--- src/rtl/isa_pkg.sv ---
// Shared instruction-set definitions: opcodes, function codes, mnemonics and field layout.
// Imported by both the control unit and the instruction encoder/loader.
package isa_pkg;

    localparam int INSTR_W  = 16;
    localparam int FIELD_W  = 4;
    localparam int F_OP_LSB = 12;
    localparam int F_A_LSB  = 8;
    localparam int F_B_LSB  = 4;
    localparam int F_C_LSB  = 0;

    localparam logic [FIELD_W-1:0] OPC_ADD   = 4'b0000;
    localparam logic [FIELD_W-1:0] OPC_SUB   = 4'b0001;
    localparam logic [FIELD_W-1:0] OPC_NAND  = 4'b0010;
    localparam logic [FIELD_W-1:0] OPC_UNARY = 4'b0011;
    localparam logic [FIELD_W-1:0] OPC_NOR   = 4'b0100;
    localparam logic [FIELD_W-1:0] OPC_PUSH  = 4'b0110;
    localparam logic [FIELD_W-1:0] OPC_LW    = 4'b1000;
    localparam logic [FIELD_W-1:0] OPC_SW    = 4'b1001;
    localparam logic [FIELD_W-1:0] OPC_JMP   = 4'b1100;
    localparam logic [FIELD_W-1:0] OPC_BEQ   = 4'b1101;
    localparam logic [FIELD_W-1:0] OPC_POP   = 4'b1110;
    localparam logic [FIELD_W-1:0] OPC_LWR   = 4'b1111;

    // Function codes carried in I[3:0] under OPC_UNARY.
    localparam logic [FIELD_W-1:0] FN_NEG = 4'b0000;
    localparam logic [FIELD_W-1:0] FN_SAR = 4'b0001;
    localparam logic [FIELD_W-1:0] FN_SHR = 4'b0010;
    localparam logic [FIELD_W-1:0] FN_SHL = 4'b0011;

    typedef enum logic [3:0] {
        MN_ADD     = 4'd0,
        MN_SUB     = 4'd1,
        MN_NAND    = 4'd2,
        MN_NOR     = 4'd3,
        MN_NEG     = 4'd4,
        MN_SAR     = 4'd5,
        MN_SHR     = 4'd6,
        MN_SHL     = 4'd7,
        MN_LW      = 4'd8,
        MN_SW      = 4'd9,
        MN_PUSH    = 4'd10,
        MN_POP     = 4'd11,
        MN_LWR     = 4'd12,
        MN_BEQ     = 4'd13,
        MN_JMP     = 4'd14,
        MN_ILLEGAL = 4'd15
    } mnem_e;

    typedef struct packed {
        mnem_e        op;
        logic [3:0]   rd;
        logic [3:0]   rs;
        logic [3:0]   rt;
        logic [11:0]  imm;
    } cmd_t;

    function automatic logic [INSTR_W-1:0] pack_word(
        input logic [FIELD_W-1:0] opc,
        input logic [FIELD_W-1:0] a,
        input logic [FIELD_W-1:0] b,
        input logic [FIELD_W-1:0] c
    );
        logic [INSTR_W-1:0] w;
        w = '0;
        w[F_OP_LSB +: FIELD_W] = opc;
        w[F_A_LSB  +: FIELD_W] = a;
        w[F_B_LSB  +: FIELD_W] = b;
        w[F_C_LSB  +: FIELD_W] = c;
        return w;
    endfunction

endpackage

--- src/rtl/instr_encode.sv ---
// Combinational mnemonic-to-machine-word encoder; flags commands whose
// immediate does not fit the target field or whose mnemonic is undefined.
module instr_encode
    import isa_pkg::*;
(
    input  cmd_t               cmd_i,
    output logic [INSTR_W-1:0] word_o,
    output logic               illegal_o
);

    logic [3:0] imm_hi;
    logic [3:0] imm_mid;
    logic [3:0] imm_lo;

    assign imm_hi  = cmd_i.imm[11:8];
    assign imm_mid = cmd_i.imm[7:4];
    assign imm_lo  = cmd_i.imm[3:0];

    always_comb begin
        // NOTE: both outputs get a default before the case so no path leaves them unassigned and infers a latch.
        word_o    = '0;
        illegal_o = 1'b0;
        case (cmd_i.op)
            MN_ADD:  word_o = pack_word(OPC_ADD,  cmd_i.rd, cmd_i.rs, cmd_i.rt);
            MN_SUB:  word_o = pack_word(OPC_SUB,  cmd_i.rd, cmd_i.rs, cmd_i.rt);
            MN_NAND: word_o = pack_word(OPC_NAND, cmd_i.rd, cmd_i.rs, cmd_i.rt);
            MN_NOR:  word_o = pack_word(OPC_NOR,  cmd_i.rd, cmd_i.rs, cmd_i.rt);
            MN_NEG:  word_o = pack_word(OPC_UNARY, cmd_i.rd, cmd_i.rs, FN_NEG);
            MN_SAR: begin
                word_o    = pack_word(OPC_UNARY, cmd_i.rd, imm_lo, FN_SAR);
                illegal_o = |{imm_hi, imm_mid};
            end
            MN_SHR: begin
                word_o    = pack_word(OPC_UNARY, cmd_i.rd, imm_lo, FN_SHR);
                illegal_o = |{imm_hi, imm_mid};
            end
            MN_SHL: begin
                word_o    = pack_word(OPC_UNARY, cmd_i.rd, imm_lo, FN_SHL);
                illegal_o = |{imm_hi, imm_mid};
            end
            MN_LW: begin
                word_o    = pack_word(OPC_LW, cmd_i.rd, imm_mid, imm_lo);
                illegal_o = |imm_hi;
            end
            MN_SW: begin
                word_o    = pack_word(OPC_SW, cmd_i.rt, imm_mid, imm_lo);
                illegal_o = |imm_hi;
            end
            MN_PUSH: word_o = pack_word(OPC_PUSH, cmd_i.rt, 4'h0, 4'h0);
            MN_POP:  word_o = pack_word(OPC_POP,  cmd_i.rd, 4'h0, 4'h0);
            MN_LWR:  word_o = pack_word(OPC_LWR,  cmd_i.rd, cmd_i.rs, 4'h0);
            MN_BEQ: begin
                word_o    = pack_word(OPC_BEQ, cmd_i.rs, cmd_i.rt, imm_lo);
                illegal_o = |{imm_hi, imm_mid};
            end
            MN_JMP:  word_o = pack_word(OPC_JMP, imm_hi, imm_mid, imm_lo);
            default: illegal_o = 1'b1;
        endcase
    end

endmodule

--- src/rtl/instr_encoder_loader.sv ---
// Streams encoded instruction words into instruction memory, one registered
// write per accepted command, with capacity/illegal-command error tracking.
module instr_encoder_loader
    import isa_pkg::*;
#(
    parameter int IMEM_AW = 8
)
(
    input  logic               clk,
    input  logic               reset,
    input  logic               start,
    input  logic [IMEM_AW-1:0] base_addr,
    input  logic               in_valid,
    output logic               in_ready,
    input  logic [3:0]         in_op,
    input  logic [3:0]         in_rd,
    input  logic [3:0]         in_rs,
    input  logic [3:0]         in_rt,
    input  logic [11:0]        in_imm,
    input  logic               in_last,
    output logic               imem_we,
    output logic [IMEM_AW-1:0] imem_addr,
    output logic [INSTR_W-1:0] imem_wdata,
    output logic               busy,
    output logic               done,
    output logic               err,
    output logic [IMEM_AW:0]   count
);

    localparam int CNT_W = IMEM_AW + 1;
    localparam logic [CNT_W-1:0] CAPACITY = {1'b1, {IMEM_AW{1'b0}}};

    typedef enum logic [1:0] {
        ST_IDLE,
        ST_LOAD,
        ST_DONE,
        ST_ERR
    } state_e;

    state_e              state_q, state_d;
    logic [IMEM_AW-1:0]  ptr_q, ptr_d;
    logic [CNT_W-1:0]    cnt_q, cnt_d;
    logic                we_q, we_d;
    logic [INSTR_W-1:0]  wdata_q, wdata_d;
    logic                last_q, last_d;
    logic                done_q, done_d;

    cmd_t                cmd;
    logic [INSTR_W-1:0]  enc_word;
    logic                enc_illegal;
    logic                accept;
    logic                restart;
    logic                full;
    logic [CNT_W-1:0]    cnt_eff;

    assign cmd = '{op: mnem_e'(in_op), rd: in_rd, rs: in_rs, rt: in_rt, imm: in_imm};

    instr_encode u_encode (
        .cmd_i     (cmd),
        .word_o    (enc_word),
        .illegal_o (enc_illegal)
    );

    assign accept  = in_valid & in_ready;
    assign restart = start & (state_q != ST_LOAD);

    // A write accepted last cycle has not reached cnt_q yet, so count it here.
    assign cnt_eff = cnt_q + CNT_W'(we_q);
    assign full    = (cnt_eff == CAPACITY);

    always_comb begin
        state_d = state_q;
        ptr_d   = ptr_q;
        cnt_d   = cnt_q;
        we_d    = 1'b0;
        wdata_d = wdata_q;
        last_d  = 1'b0;
        done_d  = we_q & last_q;

        if (we_q) begin
            ptr_d = ptr_q + IMEM_AW'(1);
            cnt_d = cnt_q + CNT_W'(1);
        end

        case (state_q)
            ST_IDLE: ;
            ST_LOAD: begin
                if (accept) begin
                    if (enc_illegal || full) begin
                        state_d = ST_ERR;
                    end else begin
                        we_d    = 1'b1;
                        wdata_d = enc_word;
                        last_d  = in_last;
                        if (in_last) begin
                            state_d = ST_DONE;
                        end
                    end
                end
            end
            ST_DONE: state_d = ST_IDLE;
            ST_ERR:  ;
            default: state_d = ST_IDLE;
        endcase

        if (restart) begin
            state_d = ST_LOAD;
            ptr_d   = base_addr;
            cnt_d   = '0;
        end
    end

    always_ff @(posedge clk) begin
        // NOTE: non-blocking assignments so every register samples its peers' pre-edge values.
        if (reset) begin
            state_q <= ST_IDLE;
            ptr_q   <= '0;
            cnt_q   <= '0;
            we_q    <= 1'b0;
            wdata_q <= '0;
            last_q  <= 1'b0;
            done_q  <= 1'b0;
        end else begin
            state_q <= state_d;
            ptr_q   <= ptr_d;
            cnt_q   <= cnt_d;
            we_q    <= we_d;
            wdata_q <= wdata_d;
            last_q  <= last_d;
            done_q  <= done_d;
        end
    end

    assign in_ready   = (state_q == ST_LOAD);
    assign busy       = (state_q == ST_LOAD);
    assign err        = (state_q == ST_ERR);
    // Masking with reset drops a write that was accepted just before reset.
    assign imem_we    = we_q & ~reset;
    assign imem_addr  = ptr_q;
    assign imem_wdata = wdata_q;
    assign done       = done_q;
    assign count      = cnt_q;

endmodule

--- config.mk ---
export PLATFORM = sky130hd
export DESIGN_NAME = instr_encoder_loader
export DESIGN_NICKNAME = d
export VERILOG_FILES = /design/src/rtl/isa_pkg.sv /design/src/rtl/instr_encode.sv /design/src/rtl/instr_encoder_loader.sv
export SDC_FILE = /design/constraint.sdc
export NUM_CORES = 1
export LEC_CHECK = 0
export ABC_AREA = 1
export CORE_ASPECT_RATIO = 2
export CORE_MARGIN = 2
export CORE_UTILIZATION = 45
export CTS_BUF_LIST = sky130_fd_sc_hd__clkbuf_8
export CTS_CLUSTER_DIAMETER = 150
export DETAILED_ROUTE_END_ITERATION = 10
export HOLD_SLACK_MARGIN = 0.03
export PLACE_DENSITY = 0.82
export SETUP_SLACK_MARGIN = 0.3
export SYNTH_ARGS = -nofsm -noshare
export SYNTH_HDL_FRONTEND = slang
export SYNTH_HIERARCHICAL = 1
export SYNTH_SLANG_ARGS = --single-unit
--- constraint.sdc ---
create_clock -name clk -period 3.85 [get_ports clk]
set_clock_uncertainty 0.1 [all_clocks]
set_input_delay 0.5775 -clock clk [delete_from_list [all_inputs] [get_ports clk]]
set_output_delay 0.5775 -clock clk [all_outputs]
set_load 0.01 [all_outputs]
==> metrics <==
Die Wd 59.1 um; DRT iter0 DRCs 208; clock-pin transition on the worst setup and hold timing paths 0.08 ns; length of the first detailed-routing pass in iterations 4; CP startpoint kind primary input; status complete, no violations; routability cong. 0.955; Post-Place Cells 539; IO Port Bufs 78; worst setup path class in -> out; Final TNS setup 0 ns; WL/cell 13.8 um; RSZ-0062 raised after global routing no; Final Util 60.3%; full die area 6740 um^2; layout cells sized above 1 13.6%; Row Count 40; Vias/cell 5.31; Routed WL 7.54 mm; I/O pin count 79; CTS hold repair buffers 0; cell count after synthesis 408; fmax 383 MHz; Post-CTS Setup Inserts 0; number of global-route vias before repair 3,025; DRC viols 0; synthesized cell area 2730 um^2; Finished Cell Area 3590 um^2; clk root buf clkbuf_8; Peak VDD IR 158 uV; largest net degree at the start of global routing 24; Max Cap Violations 0; worst slew pin tran 0.761 ns; final net count 531; area grow syn2layout 31.7%; Final Hold Fails 0; Filler Cell Count 591; Rel. slew slack 49.1%; clk buf depth 2; CP Capture Type output pin; post-CTS resize count 0; post-synthesis sequential area ratio 27.9%; DRT antenna net count 0; type of the worst min-delay path reg -> reg; initial antenna violation count 0; LEAKAGE 1.52 nW; Initial Utilization 45.8%; Pwr Density 306 nW/um^2; H-Tree Depth 2; DP HPWL 6.22 mm; CP required 3.17 ns; number of buffers created by CTS 5; post-route clock period utilization 67.8%; final setup vio count 0; total gr overflow 0; first-pass GRT wire length 13.1 mm; post-synth net total 456; clk_lat worst skew 0.30 ns; Die Ht 114 um; TritonCTS sink count 38; post-place instance area 3500 um^2; Slew Limit Fails 0; WP data arrival 1.93 ns; YS warnings 6; crit-path max FO 23; fin crit period 2.61 ns; Syn Area/Cell 6.69 um^2; Seq cells post-synth 38; Final Non-Filler Cells 547; synth unique cells 41; CTS tree built; core area 5960 um^2; gr usage total 24.9%; routed vias 2,906; Antenna Cells 0
cells in the mapped netlist, drive strengths merged:
| cell type | n | share of area [%] |
|---|---|---|
| o211a | 1 | 0.37 |
| or2 | 1 | 0.23 |
| nor4 | 1 | 0.23 |
| clkbuf | 2 | 0.28 |
| xor2 | 1 | 0.32 |
| and3 | 1 | 0.28 |
| nor3 | 3 | 0.55 |
| a31oi | 1 | 0.23 |
| nor3b | 1 | 0.46 |
| a211oi | 2 | 0.55 |
| o21ai | 20 | 3.7 |
| o22ai | 1 | 0.23 |
| a311oi | 1 | 0.32 |
| nand3 | 61 | 14 |
| nand4 | 2 | 1.0 |
| buf | 10 | 3.6 |
| o21bai | 1 | 0.28 |
| a21oi | 27 | 6.3 |
| nand2 | 125 | 19 |
| dfxtp | 38 | 28 |
| inv | 56 | 7.7 |
| ha | 7 | 3.2 |
| o211ai | 1 | 0.28 |
| nor2 | 41 | 8.3 |
| nand3b | 2 | 0.55 |
| clkinv | 1 | 0.18 |
registers in the layout (all words and copies together) (netlist names):
| name | flops |
|---|---|
| last_q | 1 |
| state_q | 2 |
| imem_wdata | 16 |
| done | 1 |
| count | 9 |
| imem_addr | 8 |
| we_q | 1 |
power breakdown:
part | internal [W] | leakage, nW | switching [W]
combinational | 0.000156 | 1.17 | 0.000201
sequential | 0.000421 | 0.309 | 0.0000265
clock | 0.000144 | 0.0472 | 0.000153
total | 0.000721 | 1.52 | 0.000380
worst max-delay path, stage by stage:
cell             delay, ns
clkdlybuf4s50_1       0.40
buf_4                 0.22
nor2_1                0.17
clkdlybuf4s50_1       0.56
path summary, 6_finish.rpt:
check | slack, ns | from | depth (start not counted) | to
setup / recovery | 1.24 | reset | 4 | imem_we
hold / removal | 0.35 | last_q | 2 | done
setup reg to reg | 1.49 | we_q | 12 | imem_wdata[9]
hold reg to reg | 0.35 | last_q | 2 | done
layer usage:
metal  GRT usage (%)  vias up  routed length, um
met5               0        -                  0
met4            16.7        0                472
met3            3.39       36                374
met2            45.8      112               4220
met1            24.4     1305               2480
li1                -     1453                  -
final cells by class:
| cell class | instances | area, um^2 | area share, % |
|---|---|---|---|
| Timing Repair Buffer | 80 | 796 | 22.1 |
| Clock buffer | 6 | 82.6 | 2.30 |
| Tap cell | 63 | 78.8 | 2.19 |
| Multi-Input combinational cell | 301 | 1650 | 45.9 |
| Sequential cell | 38 | 761 | 21.2 |
| Inverter | 57 | 215 | 5.99 |
| Clock inverter | 2 | 12.5 | 0.348 |
per-stage QoR:
stage               hold WS [ns]  setup slack, ns  power (W)
global placement           0.352             1.16   0.000802
finish                     0.346             1.24    0.00110
CTS                        0.366             1.22    0.00111
floorplan                  0.304             1.84   0.000676
global route               0.370             1.13    0.00117
detailed placement         0.354             1.08   0.000813
placed cells by master (no fill, tap or decap), types with 2 or more instances in the layout:
| cell | Yosys | routed |
|---|---|---|
| nor2_4 | 6 | 6 |
| a211oi_1 | 2 | 2 |
| inv_1 | 54 | 54 |
| clkbuf_8 | 0 | 6 |
| nor2_1 | 30 | 30 |
| inv_2 | 2 | 2 |
| ha_1 | 7 | 7 |
| a21oi_1 | 17 | 17 |
| nand2_2 | 12 | 12 |
| nor2_2 | 4 | 4 |
| dfxtp_1 | 38 | 38 |
| o21ai_0 | 19 | 19 |
| nor3_1 | 3 | 3 |
| buf_4 | 3 | 2 |
| clkdlybuf4s50_1 | 0 | 78 |
| nand2_1 | 109 | 109 |
| a21oi_2 | 10 | 10 |
| nand2_4 | 4 | 4 |
| nand3b_1 | 2 | 2 |
| nand3_1 | 49 | 49 |
| clkinv_2 | 1 | 2 |
| nand3_2 | 11 | 11 |
kinds of logic (layout without fill, tap and decap cells):
kind of cell             count (synthesis)  count (layout)  share of synthesized area, %
AND/OR/NAND/NOR                        238             238                          44.6
buffers and inverters                   69             145                          11.7
XOR/XNOR                                 1               1                         0.321
adder cells (fa/ha/maj)                  7               7                          3.21
AO/OA/AOI/OAI                           55              55                          12.2
flip-flops                              38              38                          27.9
(Power assumes the default switching activity.)
